$ cat src/rtl/uart_cmd_master_if.sv
// Single-master bus between the UART command decoder and its target.
// Signal names keep the master-side _o/_i view used on the bus.
interface uart_cmd_master_if;
  logic [7:0] adr_o;
  logic [7:0] dat_o;
  logic       stb_o;
  logic       we_o;
  logic       ack_i;
  logic [7:0] dat_i;

  modport master (output adr_o, dat_o, stb_o, we_o, input ack_i, dat_i);
  modport slave  (input adr_o, dat_o, stb_o, we_o, output ack_i, dat_i);
endinterface

$ cat src/rtl/uart_cmd_master.sv
// Decodes framed UART command bytes (cmd, adr[, dat]) into one bus read/write
// per frame, with bus and inter-byte timeouts and a one-cycle result strobe.
module uart_cmd_master #(
  parameter int BUS_TIMEOUT  = 255,
  parameter int BYTE_TIMEOUT = 100000
) (
  input  logic       clk_i,
  input  logic       rst_i,
  input  logic [7:0] rx_data,
  input  logic       rx_valid,
  uart_cmd_master_if.master bus,
  output logic       res_valid,
  output logic       res_ack,
  output logic [7:0] res_adr,
  output logic [7:0] res_dat,
  output logic       busy,
  output logic       frame_err,
  output logic       rx_drop
);
  localparam logic [15:0] BUS_LAST  = 16'(BUS_TIMEOUT - 1);
  localparam logic [23:0] BYTE_LAST = 24'(BYTE_TIMEOUT - 1);

  typedef enum logic [1:0] {IDLE, ADR, DAT, BUS} state_t;

  state_t      state, state_nxt;
  logic        cmd_we, cmd_we_nxt;
  logic [15:0] bus_cnt, bus_cnt_nxt;
  logic [23:0] byte_cnt, byte_cnt_nxt;
  logic [7:0]  adr_nxt, dat_nxt, radr_nxt, rdat_nxt;
  logic        stb_nxt, we_nxt, rv_nxt, ra_nxt, ferr_nxt, drop_nxt;

  always_ff @(posedge clk_i or posedge rst_i) begin
    if (rst_i) begin
      state     <= IDLE;
      cmd_we    <= 1'b0;
      bus_cnt   <= '0;
      byte_cnt  <= '0;
      bus.adr_o <= '0;
      bus.dat_o <= '0;
      bus.stb_o <= 1'b0;
      bus.we_o  <= 1'b0;
      res_valid <= 1'b0;
      res_ack   <= 1'b0;
      res_adr   <= '0;
      res_dat   <= '0;
      frame_err <= 1'b0;
      rx_drop   <= 1'b0;
    end else begin
      state     <= state_nxt;
      cmd_we    <= cmd_we_nxt;
      bus_cnt   <= bus_cnt_nxt;
      byte_cnt  <= byte_cnt_nxt;
      bus.adr_o <= adr_nxt;
      bus.dat_o <= dat_nxt;
      bus.stb_o <= stb_nxt;
      bus.we_o  <= we_nxt;
      res_valid <= rv_nxt;
      res_ack   <= ra_nxt;
      res_adr   <= radr_nxt;
      res_dat   <= rdat_nxt;
      frame_err <= ferr_nxt;
      rx_drop   <= drop_nxt;
    end
  end

  always_comb begin
    state_nxt    = state;
    cmd_we_nxt   = cmd_we;
    bus_cnt_nxt  = bus_cnt;
    byte_cnt_nxt = byte_cnt;
    adr_nxt      = bus.adr_o;
    dat_nxt      = bus.dat_o;
    stb_nxt      = bus.stb_o;
    we_nxt       = bus.we_o;
    rv_nxt       = 1'b0;
    ra_nxt       = res_ack;
    radr_nxt     = res_adr;
    rdat_nxt     = res_dat;
    ferr_nxt     = 1'b0;
    drop_nxt     = 1'b0;
    unique case (state)
      IDLE: if (rx_valid) begin
        if (rx_data == 8'h00 || rx_data == 8'h01) begin
          state_nxt    = ADR;
          cmd_we_nxt   = rx_data[0];
          byte_cnt_nxt = '0;
        end else begin
          ferr_nxt = 1'b1;
        end
      end
      ADR, DAT: begin
        if (rx_valid) begin
          byte_cnt_nxt = '0;
          if (state == ADR) adr_nxt = rx_data;
          else              dat_nxt = rx_data;
          if (state == ADR && cmd_we) begin
            state_nxt = DAT;
          end else begin
            state_nxt   = BUS;
            stb_nxt     = 1'b1;
            we_nxt      = cmd_we;
            bus_cnt_nxt = '0;
          end
        end else if (byte_cnt == BYTE_LAST) begin
          state_nxt = IDLE;
          ferr_nxt  = 1'b1;
        end else begin
          byte_cnt_nxt = byte_cnt + 24'd1;
        end
      end
      BUS: begin
        drop_nxt = rx_valid;
        // A byte landing in the completion cycle is dropped too; IDLE
        // only starts listening the cycle after.
        if (bus.ack_i || bus_cnt == BUS_LAST) begin
          state_nxt = IDLE;
          stb_nxt   = 1'b0;
          we_nxt    = 1'b0;
          rv_nxt    = 1'b1;
          ra_nxt    = bus.ack_i;
          radr_nxt  = bus.adr_o;
          rdat_nxt  = !bus.ack_i ? 8'h00 : (cmd_we ? bus.dat_o : bus.dat_i);
        end else begin
          bus_cnt_nxt = bus_cnt + 16'd1;
        end
      end
      default: state_nxt = IDLE;
    endcase
  end

  assign busy = (state != IDLE);
endmodule

$ cat src/flat_wrapper.sv
// flat-port wrapper written by rule: the top's interface ports become plain ports
module uart_cmd_master_flat 
#(
  parameter int BUS_TIMEOUT  = 255,
  parameter int BYTE_TIMEOUT = 100000
)
  (clk_i, rst_i, rx_data, rx_valid, res_valid, res_ack, res_adr, res_dat, busy, frame_err, rx_drop, bus_adr_o, bus_dat_o, bus_stb_o, bus_we_o, bus_ack_i, bus_dat_i);
  uart_cmd_master_if bus_i ();
  input  logic clk_i;
  input  logic rst_i;
  input  logic [7:0] rx_data;
  input  logic rx_valid;
  output logic res_valid;
  output logic res_ack;
  output logic [7:0] res_adr;
  output logic [7:0] res_dat;
  output logic busy;
  output logic frame_err;
  output logic rx_drop;
  output wire logic [$bits(bus_i.adr_o)-1:0] bus_adr_o;
  output wire logic [$bits(bus_i.dat_o)-1:0] bus_dat_o;
  output wire logic [$bits(bus_i.stb_o)-1:0] bus_stb_o;
  output wire logic [$bits(bus_i.we_o)-1:0] bus_we_o;
  input wire logic [$bits(bus_i.ack_i)-1:0] bus_ack_i;
  input wire logic [$bits(bus_i.dat_i)-1:0] bus_dat_i;
  assign bus_adr_o = bus_i.adr_o;
  assign bus_dat_o = bus_i.dat_o;
  assign bus_stb_o = bus_i.stb_o;
  assign bus_we_o = bus_i.we_o;
  assign bus_i.ack_i = bus_ack_i;
  assign bus_i.dat_i = bus_dat_i;
  uart_cmd_master #(.BUS_TIMEOUT(BUS_TIMEOUT), .BYTE_TIMEOUT(BYTE_TIMEOUT)) u_core (.clk_i(clk_i), .rst_i(rst_i), .rx_data(rx_data), .rx_valid(rx_valid), .bus(bus_i), .res_valid(res_valid), .res_ack(res_ack), .res_adr(res_adr), .res_dat(res_dat), .busy(busy), .frame_err(frame_err), .rx_drop(rx_drop));
endmodule
$ cat config.mk
export PLATFORM = sky130hd
export DESIGN_NAME = uart_cmd_master_flat
export DESIGN_NICKNAME = d
export VERILOG_FILES = /design/src/rtl/uart_cmd_master_if.sv /design/src/rtl/uart_cmd_master.sv /design/src/flat_wrapper.sv
export SDC_FILE = /design/constraint.sdc
export NUM_CORES = 1
export LEC_CHECK = 0
export ABC_CLOCK_PERIOD_IN_PS = 6000
export CAP_MARGIN = 5
export CORE_UTILIZATION = 45
export CTS_CLUSTER_DIAMETER = 120
export DETAILED_ROUTE_END_ITERATION = 10
export DONT_BUFFER_PORTS = 1
export GPL_TIMING_DRIVEN = 1
export REMOVE_ABC_BUFFERS = 1
export SYNTH_ARGS = -nofsm -noshare
export SYNTH_HDL_FRONTEND = slang
export SYNTH_SLANG_ARGS = --single-unit
export TNS_END_PERCENT = 20
$ cat constraint.sdc
create_clock -name clk_i -period 6 [get_ports clk_i]
set_input_delay 0.9 -clock clk_i [delete_from_list [all_inputs] [get_ports clk_i]]
set_output_delay 0.9 -clock clk_i [all_outputs]
set_load 0.1 [all_outputs]
Yosys cells after proc, flatten, opt, wreduce, memory -nomap -nowiden
Index checks and enable logic that the tools add are counted.

Register bits: 81. Input bits: 20. Logic and storage cells: 81.

Add/subtract/negate cells: 2. Equal/unequal tests: 14. Mux-type cells: 33. Bitwise operators: 1. Reductions and logical operators: 17.

Operators by type and width (number): 2-to-1 mux 24 bit (4); 2-to-1 mux 16 bit (3); case mux 24 bit (2 select lines) (1); case mux 16 bit (2 select lines) (1); adder 24 x 1 -> 24 bit (second input constant) (1); equality test 24 x 17 -> 1 bit (second input constant) (1); adder 16 x 1 -> 16 bit (second input constant) (1); equality test 16 x 8 -> 1 bit (second input constant) (1); 2-to-1 mux 8 bit (2); AND reduction 4 bit (4); 2-to-1 mux 1 bit (13); 2-to-1 mux 2 bit (5); AND reduction 3 bit (3); equality test 8 x 1 -> 1 bit (second input constant) (1); zero test 8 bit (1); != test 2 bit (second input constant) (4); case mux 1 bit (2 select lines) (3); case mux 2 bit (3 select lines) (1); nonzero test 2 bit (3); equality test 2 bit (second input constant) (2); != test 2 x 1 -> 1 bit (second input constant) (2); != test 3 x 2 -> 1 bit (second input constant) (1); != test 3 bit (second input constant) (1); equality test 2 x 1 -> 1 bit (second input constant) (1); other kinds (6) (7).

Longest topological paths before layout
Gate-level depths: netlist (run 1).

Depth in word-level cells: 5. Mapped depth: 9. Depth with buffers taken out: 7.

Worst setup path before layout (run 1)
OpenSTA, ideal clock, no wires.

Path kind: input to register. Start point: input rx_data[5]. End point: register u_core.byte_cnt[7]. Setup time: 126 ps. Arrival: 2238 ps. Required time: 5874 ps. Setup slack: 3636 ps. Stages on the path: 6. Buffers on the path: 1. Cell sequence: nor4_1 a31oi_1 nand2b_1 and2_1 buf_2 a221o_1.

Longest elaborated chain between the ends: 4.

Ends and longest elaborated chain: start, declared (RTL line flat_wrapper.sv:11) `input logic [7:0] rx_data;`; equality test 8 x 1 -> 1 bit / zero test 8 bit (equally long branches) (RTL line uart_cmd_master.sv:83) `if (rx_data == 8'h00 || rx_data == 8'h01) begin`; logical OR 1 bit * (RTL line uart_cmd_master.sv:83); != test 2 x 1 -> 1 bit (no line) *; AND reduction 4 bit (no line) *; end signal, assigned (RTL line uart_cmd_master.sv:52) `byte_cnt <= byte_cnt_nxt;`; end, declared (RTL line uart_cmd_master.sv:28) `logic [23:0] byte_cnt, byte_cnt_nxt;`.

Mark *: on every way between the ends. The rest lies on a longest branch, timed or not. A chain may end at the register's enable or synchronous reset.

Final worst setup path (run 1)
Start point: register u_core.state[0]. End point: output busy.

Longest elaborated chain between the ends: 1.

Ends and longest elaborated chain: start, declared (RTL line uart_cmd_master.sv:25) `state_t state, state_nxt;`; start signal, assigned (RTL line uart_cmd_master.sv:49) `state <= state_nxt;`; nonzero test 2 bit (RTL line uart_cmd_master.sv:131) `assign busy = (state != IDLE);`; end, declared (RTL line flat_wrapper.sv:17) `output logic busy;`.

No other way between the ends.

==> results.cfg, run 1 <==
[critical_path]
crit-reg2reg-launch = u_core.byte_cnt[5]
worst_r2r_path_depth = 5
required_ps = 5100
worstPathMaxFanout = 9
ff2ff_setup_slack_ps = 3330
crit_arrival_ps = 1800
crit_type = flip-flop to output port
timing.critical_path.to_type = output port
worst_r2r_endpoint = u_core.byte_cnt[16]
critical_path.startpoint_type = flip-flop

[clocking]
clockRootBuffer = sky130_fd_sc_hd__clkbuf_8
insertion_delay_ps = 360
clock_sinks = 81
clkSlewWorstSetupHoldPaths_ps = 90
number_of_buffers_on_the_longest_clock_path = 2
h-tree-depth = 3
postCtsResizedCells = 0
postCtsHoldBufs = 0
total_cts_buffers = 9
cts_tree = yes
postCtsSetupBuffers = 0

[routing]
drc = 0
firstDrtPassIters = 4
initialDrtViolationCount = 91
route.vias.total = 3112
avgRoutedWirePerCell_um = 17.6
vias_per_cell = 6.07
drt-total-wl_um = 9010
ant_nets = 0

[floorplanning]
die_width_um = 98.8
core.rowCount = 34
initial_standard_cell_utilization_of_the_core_pct = 47.4
design.die.area_mm2 = 0.00976
placeableCoreArea_mm2 = 0.00889
fp.dieH_um = 98.8
num_io_pins = 59

[sta]
report.final.hold_viol_count = 0
final.setup.tns_ps = 0
final.min_clock_period_ps = 2700
setup_violations = 0
finalCritPeriodShare_pct = 45.0
skew_ps = 13.1
timing.fmax_mhz = 370
slew_headroom_pct = 36.9
grt_setup_unrepaired = false
max_slew.worst_pin.slew_ps = 947
report.final.slew_viol_count = 0

[placement]
finalWeightedCongestion = 0.802
placed_cells_incl_taps = 497
numPortBuffers = 0
post-dp-hpwl_um = 6210

[synthesis]
yosys_warnings = 0
synth_cells = 404
synth.yosys.seq_area_share_pct = 48.1
number_of_flops_mapped_to_enable_cells_by_yosys = 0
yosys.area.top_type_share_pct = 48.1
synth.cells.most_frequent = sky130_fd_sc_hd__dfrtp_1 (81), sky130_fd_sc_hd__mux2_2 (34), sky130_fd_sc_hd__nand2_1 (27), sky130_fd_sc_hd__and3_1 (23)
ys_dominant_reg_cell = sky130_fd_sc_hd__dfrtp_1
fraction_of_synthesis_flops_using_an_asynchronous_set_or_reset_pin_pct = 100
ys_top_cells_by_area = sky130_fd_sc_hd__dfrtp_1 (48%), sky130_fd_sc_hd__mux2_2 (9.1%), sky130_fd_sc_hd__and3_1 (3.4%)
postSynthAreaPerCell_um2 = 10.4
yosysUniqueCellTypes = 49
synth.cell_area_mm2 = 0.00422
yosysMostFrequentCell = sky130_fd_sc_hd__dfrtp_1
synth.ff_latch_count = 81
synth.largest_area_cell = sky130_fd_sc_hd__dfrtp_1

[finish]
post_route_cells_drive_above_1_share_pct = 15.1
diodes = 0
fin_cells = 513
area.growth.synth_to_final_pct = 6.53
fillerInstances = 809
final_nets = 426

[global_route]
grtUsageTotal_pct = 20.0
antenna_found_initial = 0
first_pass_grt_wire_length_um = 15400
grt_pass1_vias = 3005
grt_max_degree = 70
global_route.overflow_total = 0

[flow_run]
max-cap-violations = 0

[status]
status = complete, no violations

[worst_hold_path]
hold_removal_path_class = input port to async pin
cell families after synthesis:
logic type / share of synthesized area, %
xor gates and xnor gates: 1.45
buffers and inverters: 3.12
and+or+nand+nor: 21.1
muxes: 10.5
AOI/OAI and AO/OA: 13.9
adders and majority gates: 1.78
DFF: 48.1
routing by layer:
layer,up-vias,part of all wire [%],GRT usage [%],wire length (µm)
li1,1495,-,-,-
met1,1555,47,27.3,4250
met2,53,48,31.6,4350
met3,9,3.4,3.83,304
met4,0,1.1,7.58,102
met5,-,0,0,0
layout make-up:
cell class	instances	area, µm²	share of cell area [%]
flip-flops and latches	81	2030	45.1
inverters	10	38.8	0.864
multi-input cells	295	2060	45.8
repair buffers	3	22.5	0.501
clock inverters	7	86.3	1.92
clock buffers	9	124	2.76
well taps	108	135	3.01
worst max-delay path, stage by stage, from the launching register on:
cell and delay, ps:
sky130_fd_sc_hd__dfrtp_1 390, sky130_fd_sc_hd__inv_1 70, sky130_fd_sc_hd__ha_1 300, sky130_fd_sc_hd__inv_1 700
through the flow:
step,hold WS [ps],cell area [µm²],setup slack (ps),utilization (%)
6_report,325,4490,3300,50.5
5_1_grt,322,4490,3200,50.5
4_1_cts,315,4490,3280,50.5
3_5_place_dp,521,4280,3090,48.2
3_3_place_gp,508,4280,3130,48.2
2_1_floorplan,488,4120,3020,-
flip-flops by register name, indices dropped and copies added (netlist names), 2 cells and up:
signal	cells
u_core.byte_cnt	24
u_core.state	2
u_core.bus_cnt	16
u_core.bus.dat_o	8
u_core.res_adr	8
u_core.bus.adr_o	8
u_core.res_dat	8
layout by cell type (no fill, tap or decap), types with 3 or more instances in the layout:
cell type / synthesis / routed
sky130_fd_sc_hd__and4_1: 5 / 5
sky130_fd_sc_hd__o21a_1: 3 / 3
sky130_fd_sc_hd__nand4_1: 19 / 19
sky130_fd_sc_hd__xor2_1: 4 / 4
sky130_fd_sc_hd__and2_1: 6 / 6
sky130_fd_sc_hd__o21ai_0: 12 / 12
sky130_fd_sc_hd__nand3_1: 14 / 14
sky130_fd_sc_hd__nand2b_1: 6 / 6
sky130_fd_sc_hd__and3_1: 23 / 23
sky130_fd_sc_hd__nor4_1: 5 / 5
sky130_fd_sc_hd__buf_4: 0 / 3
sky130_fd_sc_hd__xnor2_1: 3 / 3
sky130_fd_sc_hd__a21o_1: 16 / 16
sky130_fd_sc_hd__and3_2: 3 / 3
sky130_fd_sc_hd__a22o_1: 7 / 7
sky130_fd_sc_hd__clkbuf_8: 0 / 9
sky130_fd_sc_hd__or3_1: 7 / 7
sky130_fd_sc_hd__o21ai_1: 9 / 9
sky130_fd_sc_hd__mux2_2: 34 / 34
sky130_fd_sc_hd__nor2_1: 15 / 15
sky130_fd_sc_hd__mux2i_1: 5 / 5
sky130_fd_sc_hd__nor3_1: 19 / 19
sky130_fd_sc_hd__nand2_1: 27 / 27
sky130_fd_sc_hd__dfrtp_1: 81 / 81
sky130_fd_sc_hd__nor2b_1: 3 / 3
sky130_fd_sc_hd__a211o_1: 11 / 11
sky130_fd_sc_hd__ha_1: 6 / 6
sky130_fd_sc_hd__a221o_1: 3 / 3
sky130_fd_sc_hd__a21oi_1: 8 / 8
sky130_fd_sc_hd__or4_1: 3 / 3
sky130_fd_sc_hd__inv_1: 10 / 9
worst max path at each step:
stage                            start                  end  slack [ps]  cells past startpoint
floorplan                        rst_i  u_core.bus.adr_o[0]        3020                      1
global placement            rx_data[5]  u_core.byte_cnt[16]        3130                      5
detailed placement          rx_data[5]  u_core.byte_cnt[16]        3090                      5
CTS                    u_core.state[0]                 busy        3280                      3
global route        u_core.byte_cnt[5]   u_core.byte_cnt[7]        3200                      5
finish                 u_core.state[0]                 busy        3300                      3
Power of run 1 is left out: the tool's default activity adds up to more than one toggle a clock period on the data nets, which glitch-free logic cannot reach.
==> run 2: changes to the inputs <==
- ABC_CLOCK_PERIOD_IN_PS: 6000 -> 2600
- clock period: 6 -> 2.6 ns (I/O delays scaled with it)
==> run 2 against run 1 <==
Compared with the run above:
- worst setup slack worse by 3000 ps
- count of clock-buffer cells in the layout unchanged
- core utilization up 1.6 points
- via count up 1.5%
- routed wire length down 0.37%
==> results.cfg, run 2 (same netlist as run 1, synthesis figures left out) <==
[finish]
diodes = 0
layout_common_cells = sky130_fd_sc_hd__dfrtp_1 (81), sky130_fd_sc_hd__mux2_2 (34), sky130_fd_sc_hd__nand2_1 (27), sky130_fd_sc_hd__and3_1 (23)
fillerInstances = 776
registers.top_by_ff_count = u_core.byte_cnt
final_common_cell = sky130_fd_sc_hd__dfrtp_1
multiInputGateArea_mm2 = 0.00206
fin_cells = 530
post_route_design_area_mm2 = 0.00463
max_ffs_per_register = 24
largest_registers_in_the_final_layout = u_core.byte_cnt x24, u_core.bus_cnt x16
post_route_cells_drive_above_1_share_pct = 18.2
sequential_cell_area_mm2 = 0.00203
area.growth.synth_to_final_pct = 9.82
final_nets = 443

[critical_path]
crit-reg2reg-launch = u_core.byte_cnt[22]
crit_path_top_delay_cell = sky130_fd_sc_hd__or4_1
worst_r2r_path_depth = 5
crit_buf_inv = 0
crit_type = flip-flop to flip-flop
crit_path_start = u_core.byte_cnt[22]
delay_heaviest_family_cp = simple AND/OR/NAND/NOR gates
required_ps = 2840
timing.critical_path.to_type = flip-flop
crit_arrival_ps = 2520
worstPathCellList = or4_1 -> or3_4 -> o21a_4 -> and3_2 -> a211o_1
crit_path_end = u_core.byte_cnt[17]
ff2ff_setup_slack_ps = 320
worstPathMaxFanout = 23
critical_path.startpoint_type = flip-flop
worst-path-stages = 5
crit_path_max_incr_delay_ps = 530
worst_r2r_endpoint = u_core.byte_cnt[17]

[clocking]
clock_sinks = 81
cts_tree = yes
postCtsHoldBufs = 1
clkSlewWorstSetupHoldPaths_ps = 90
postCtsResizedCells = 0
postCtsSetupBuffers = 0
number_of_buffers_on_the_longest_clock_path = 2
insertion_delay_ps = 360
h-tree-depth = 3
total_cts_buffers = 9
clockRootBuffer = sky130_fd_sc_hd__clkbuf_8

[placement]
numPortBuffers = 0
placement.setup.worst_slack_ps = 334
dpl_cell_area_mm2 = 0.00441
placed_cells_incl_taps = 513
finalWeightedCongestion = 0.830
post-dp-hpwl_um = 6160

[sta]
setup_violations = 0
report.final.slew_viol_count = 0
pnr_worst_setup_slack_ps = 320
finalCritPeriodShare_pct = 87.7
slew_headroom_pct = 37.0
max_slew.worst_pin.slew_ps = 945
timing.fmax_mhz = 439
report.final.hold_viol_count = 0
final.min_clock_period_ps = 2280
final.setup.tns_ps = 0
grt_setup_unrepaired = false
skew_ps = 12.0

[routing]
firstDrtPassIters = 5
vias_per_cell = 5.96
avgRoutedWirePerCell_um = 16.9
drc = 0
ant_nets = 0
initialDrtViolationCount = 157
route.vias.total = 3160
drt-total-wl_um = 8980

[worst_hold_path]
hold_removal_path_class = input port to flip-flop

[global_route]
grt_max_degree = 46
antenna_found_initial = 0
first_pass_grt_wire_length_um = 15400
grt_pass1_vias = 3089
global_route.overflow_total = 0
grtUsageTotal_pct = 19.9

[floorplanning]
fp.dieH_um = 98.8
placeableCoreArea_mm2 = 0.00889
initial_standard_cell_utilization_of_the_core_pct = 47.4
die_width_um = 98.8
core.rowCount = 34
num_io_pins = 59
design.die.area_mm2 = 0.00976

[status]
status = complete, no violations

[flow_run]
max-cap-violations = 0
==> run 2: layout make-up <==
type                    count  area share (%)
repair buffers             20            3.57
clock buffers               9            2.67
multi-input cells         295            44.4
flip-flops and latches     81            43.8
well taps                 108            2.92
inverters                  10           0.838
clock inverters             7            1.78
==> run 2: worst min-delay path by stage <==
stage	start	to	cells after the start
after detailed placement	rst_i	u_core.byte_cnt[2]	1
after global placement	rst_i	u_core.byte_cnt[2]	1
after floorplan	u_core.bus_cnt[15]	u_core.bus_cnt[15]	2
after global routing	rx_data[2]	u_core.bus.dat_o[2]	1
after CTS	rx_valid	u_core.rx_drop	1
final	rx_valid	u_core.rx_drop	1
==> run 2: per-layer routing <==
| layer | vias to the layer above | track usage [%] | share of wire, % |
|---|---|---|---|
| met5 | - | 0 | 0 |
| met4 | 0 | 8.27 | 2.1 |
| met3 | 15 | 3.40 | 3.7 |
| met2 | 67 | 32.0 | 46 |
| met1 | 1546 | 26.6 | 48 |
| li1 | 1532 | - | - |
==> run 2: stage by stage <==
stage	util (%)	hold WS, ps
after CTS	52.1	155
final	52.1	164
after floorplan	-	488
after global placement	49.6	389
after detailed placement	49.6	396
after global routing	52.1	156
Power of run 2 is left out for the same reason.
==> run 3: changes to the inputs <==
- CORE_ASPECT_RATIO: unset -> 0.5
==> run 3 against run 2 <==
Compared with the run above:
- the run now ends with DRC left
- critical path depth up 3
- worst hold slack worse by 100 ps
- fmax is 3.4% lower
- critical endpoint is now u_core.bus_cnt[6]
==> results.cfg, run 3 (same netlist as run 1, synthesis figures left out) <==
[sta]
timing.fmax_mhz = 424
grt_setup_unrepaired = false
report.final.hold_viol_count = 0
final.min_clock_period_ps = 2360
max_slew.worst_pin.slew_ps = 939
final.setup.tns_ps = 0
report.final.slew_viol_count = 0
setup_violations = 0
slew_headroom_pct = 37.4
skew_ps = 10.9
finalCritPeriodShare_pct = 90.7

[floorplanning]
design.die.area_mm2 = 0.00978
placeableCoreArea_mm2 = 0.00889
core.rowCount = 24
fp.dieH_um = 70.4
initial_standard_cell_utilization_of_the_core_pct = 47.4
num_io_pins = 59
die_width_um = 139

[finish]
largest_registers_in_the_final_layout = u_core.byte_cnt x24, u_core.bus_cnt x16
area.growth.synth_to_final_pct = 12.0
final_common_cell = sky130_fd_sc_hd__dfrtp_1
layout_common_cells = sky130_fd_sc_hd__dfrtp_1 (81), sky130_fd_sc_hd__mux2_2 (34), sky130_fd_sc_hd__nand2_1 (27), sky130_fd_sc_hd__and3_1 (23)
registers.top_by_ff_count = u_core.byte_cnt
diodes = 0
max_ffs_per_register = 24
final_nets = 443
post_route_cells_drive_above_1_share_pct = 18.7

[routing]
drc = 3
route.vias.total = 3229
firstDrtPassIters = 7
vias_per_cell = 5.99
initialDrtViolationCount = 252
avgRoutedWirePerCell_um = 17.7
ant_nets = 0
drt-total-wl_um = 9520

[clocking]
total_cts_buffers = 9
h-tree-depth = 3
clkSlewWorstSetupHoldPaths_ps = 60
insertion_delay_ps = 350
cts_tree = yes
number_of_buffers_on_the_longest_clock_path = 2
postCtsHoldBufs = 0
clockRootBuffer = sky130_fd_sc_hd__clkbuf_16
clock_sinks = 81

[global_route]
antenna_found_initial = 0
first_pass_grt_wire_length_um = 16100
global_route.overflow_total = 0
grt_max_degree = 44
grtUsageTotal_pct = 20.8
grt_pass1_vias = 3179

[critical_path]
critical_path.startpoint_type = flip-flop
crit-reg2reg-launch = u_core.state[0]
worst_r2r_endpoint = u_core.bus_cnt[6]
worst_r2r_path_depth = 8
required_ps = 2870
ff2ff_setup_slack_ps = 240
crit_arrival_ps = 2630
crit_path_end = u_core.bus_cnt[6]
crit_type = flip-flop to flip-flop
crit_path_start = u_core.state[0]
worstPathMaxFanout = 12
timing.critical_path.to_type = flip-flop

[placement]
numPortBuffers = 0
post-dp-hpwl_um = 6590
finalWeightedCongestion = 0.867

[status]
status = complete, but fails checks
violations = DRC

[worst_hold_path]
hold_removal_path_class = input port to async pin

[flow_run]
max-cap-violations = 0
## run 3: changes by cell type in the layout (fill, tap and decap cells not counted), sizes merged
cell / delta
buf: +1
dlygate4sd3: -1
clkinv: +1
bufinv: -1
## run 3: critical path, cell delays in order, from the launching register on
cell and delay, ps:
sky130_fd_sc_hd__dfrtp_1 390, sky130_fd_sc_hd__inv_1 80, sky130_fd_sc_hd__ha_1 330, sky130_fd_sc_hd__buf_4 160, sky130_fd_sc_hd__nand2b_1 250, sky130_fd_sc_hd__and3_1 240
sky130_fd_sc_hd__o21ai_1 290, sky130_fd_sc_hd__or3_1 450, sky130_fd_sc_hd__o21ai_1 90
## run 3: how the worst min path moves through the flow
stage                             from                  to  slack (ps)  cells past startpoint
detailed placement               rst_i  u_core.byte_cnt[4]         460                      1
global route                     rst_i  u_core.byte_cnt[4]         130                      1
finish                           rst_i  u_core.byte_cnt[6]          60                      1
floorplan           u_core.bus_cnt[15]  u_core.bus_cnt[15]         490                      2
global placement                 rst_i  u_core.byte_cnt[4]         440                      1
CTS                              rst_i  u_core.byte_cnt[6]          90                      1
## run 3: repair_timing
item / 4_1_cts / 5_1_grt
hold endpoints to repair: 0 / 0
setup endpoints to repair: 0 / 2
resized for setup: 0 / 1
setup buffers: 0 / 0
## run 3: metal layers
metal  share of wire, %  routed length, µm  GRT usage, %
met1                 46               4360          27.1
met2                 49               4680          35.0
met3                4.0                378          5.28
met4                1.0                 95          5.19
met5                  0                  0             0
## run 3: per-stage QoR
step                instances  util, %  setup WS, ps  hold slack [ps]  instance area (µm²)
floorplan                 386        -           130              488                 4120
global placement          523     49.9           350              440                 4430
detailed placement        523     49.9           257              460                 4430
CTS                       539     53.1           211             94.7                 4720
global route              539     53.1          72.2              128                 4720
finish                    539     53.1           241             62.0                 4720
## run 3: area by class of cell
class	count	area, µm²
Fill cell	789	4170
Multi-Input combinational cell	295	2060
Sequential cell	81	2030
Clock buffer	9	225
Timing Repair Buffer	20	163
Tap cell	117	146
Clock inverter	7	60.1
Inverter	10	38.8
Power of run 3 is left out for the same reason.
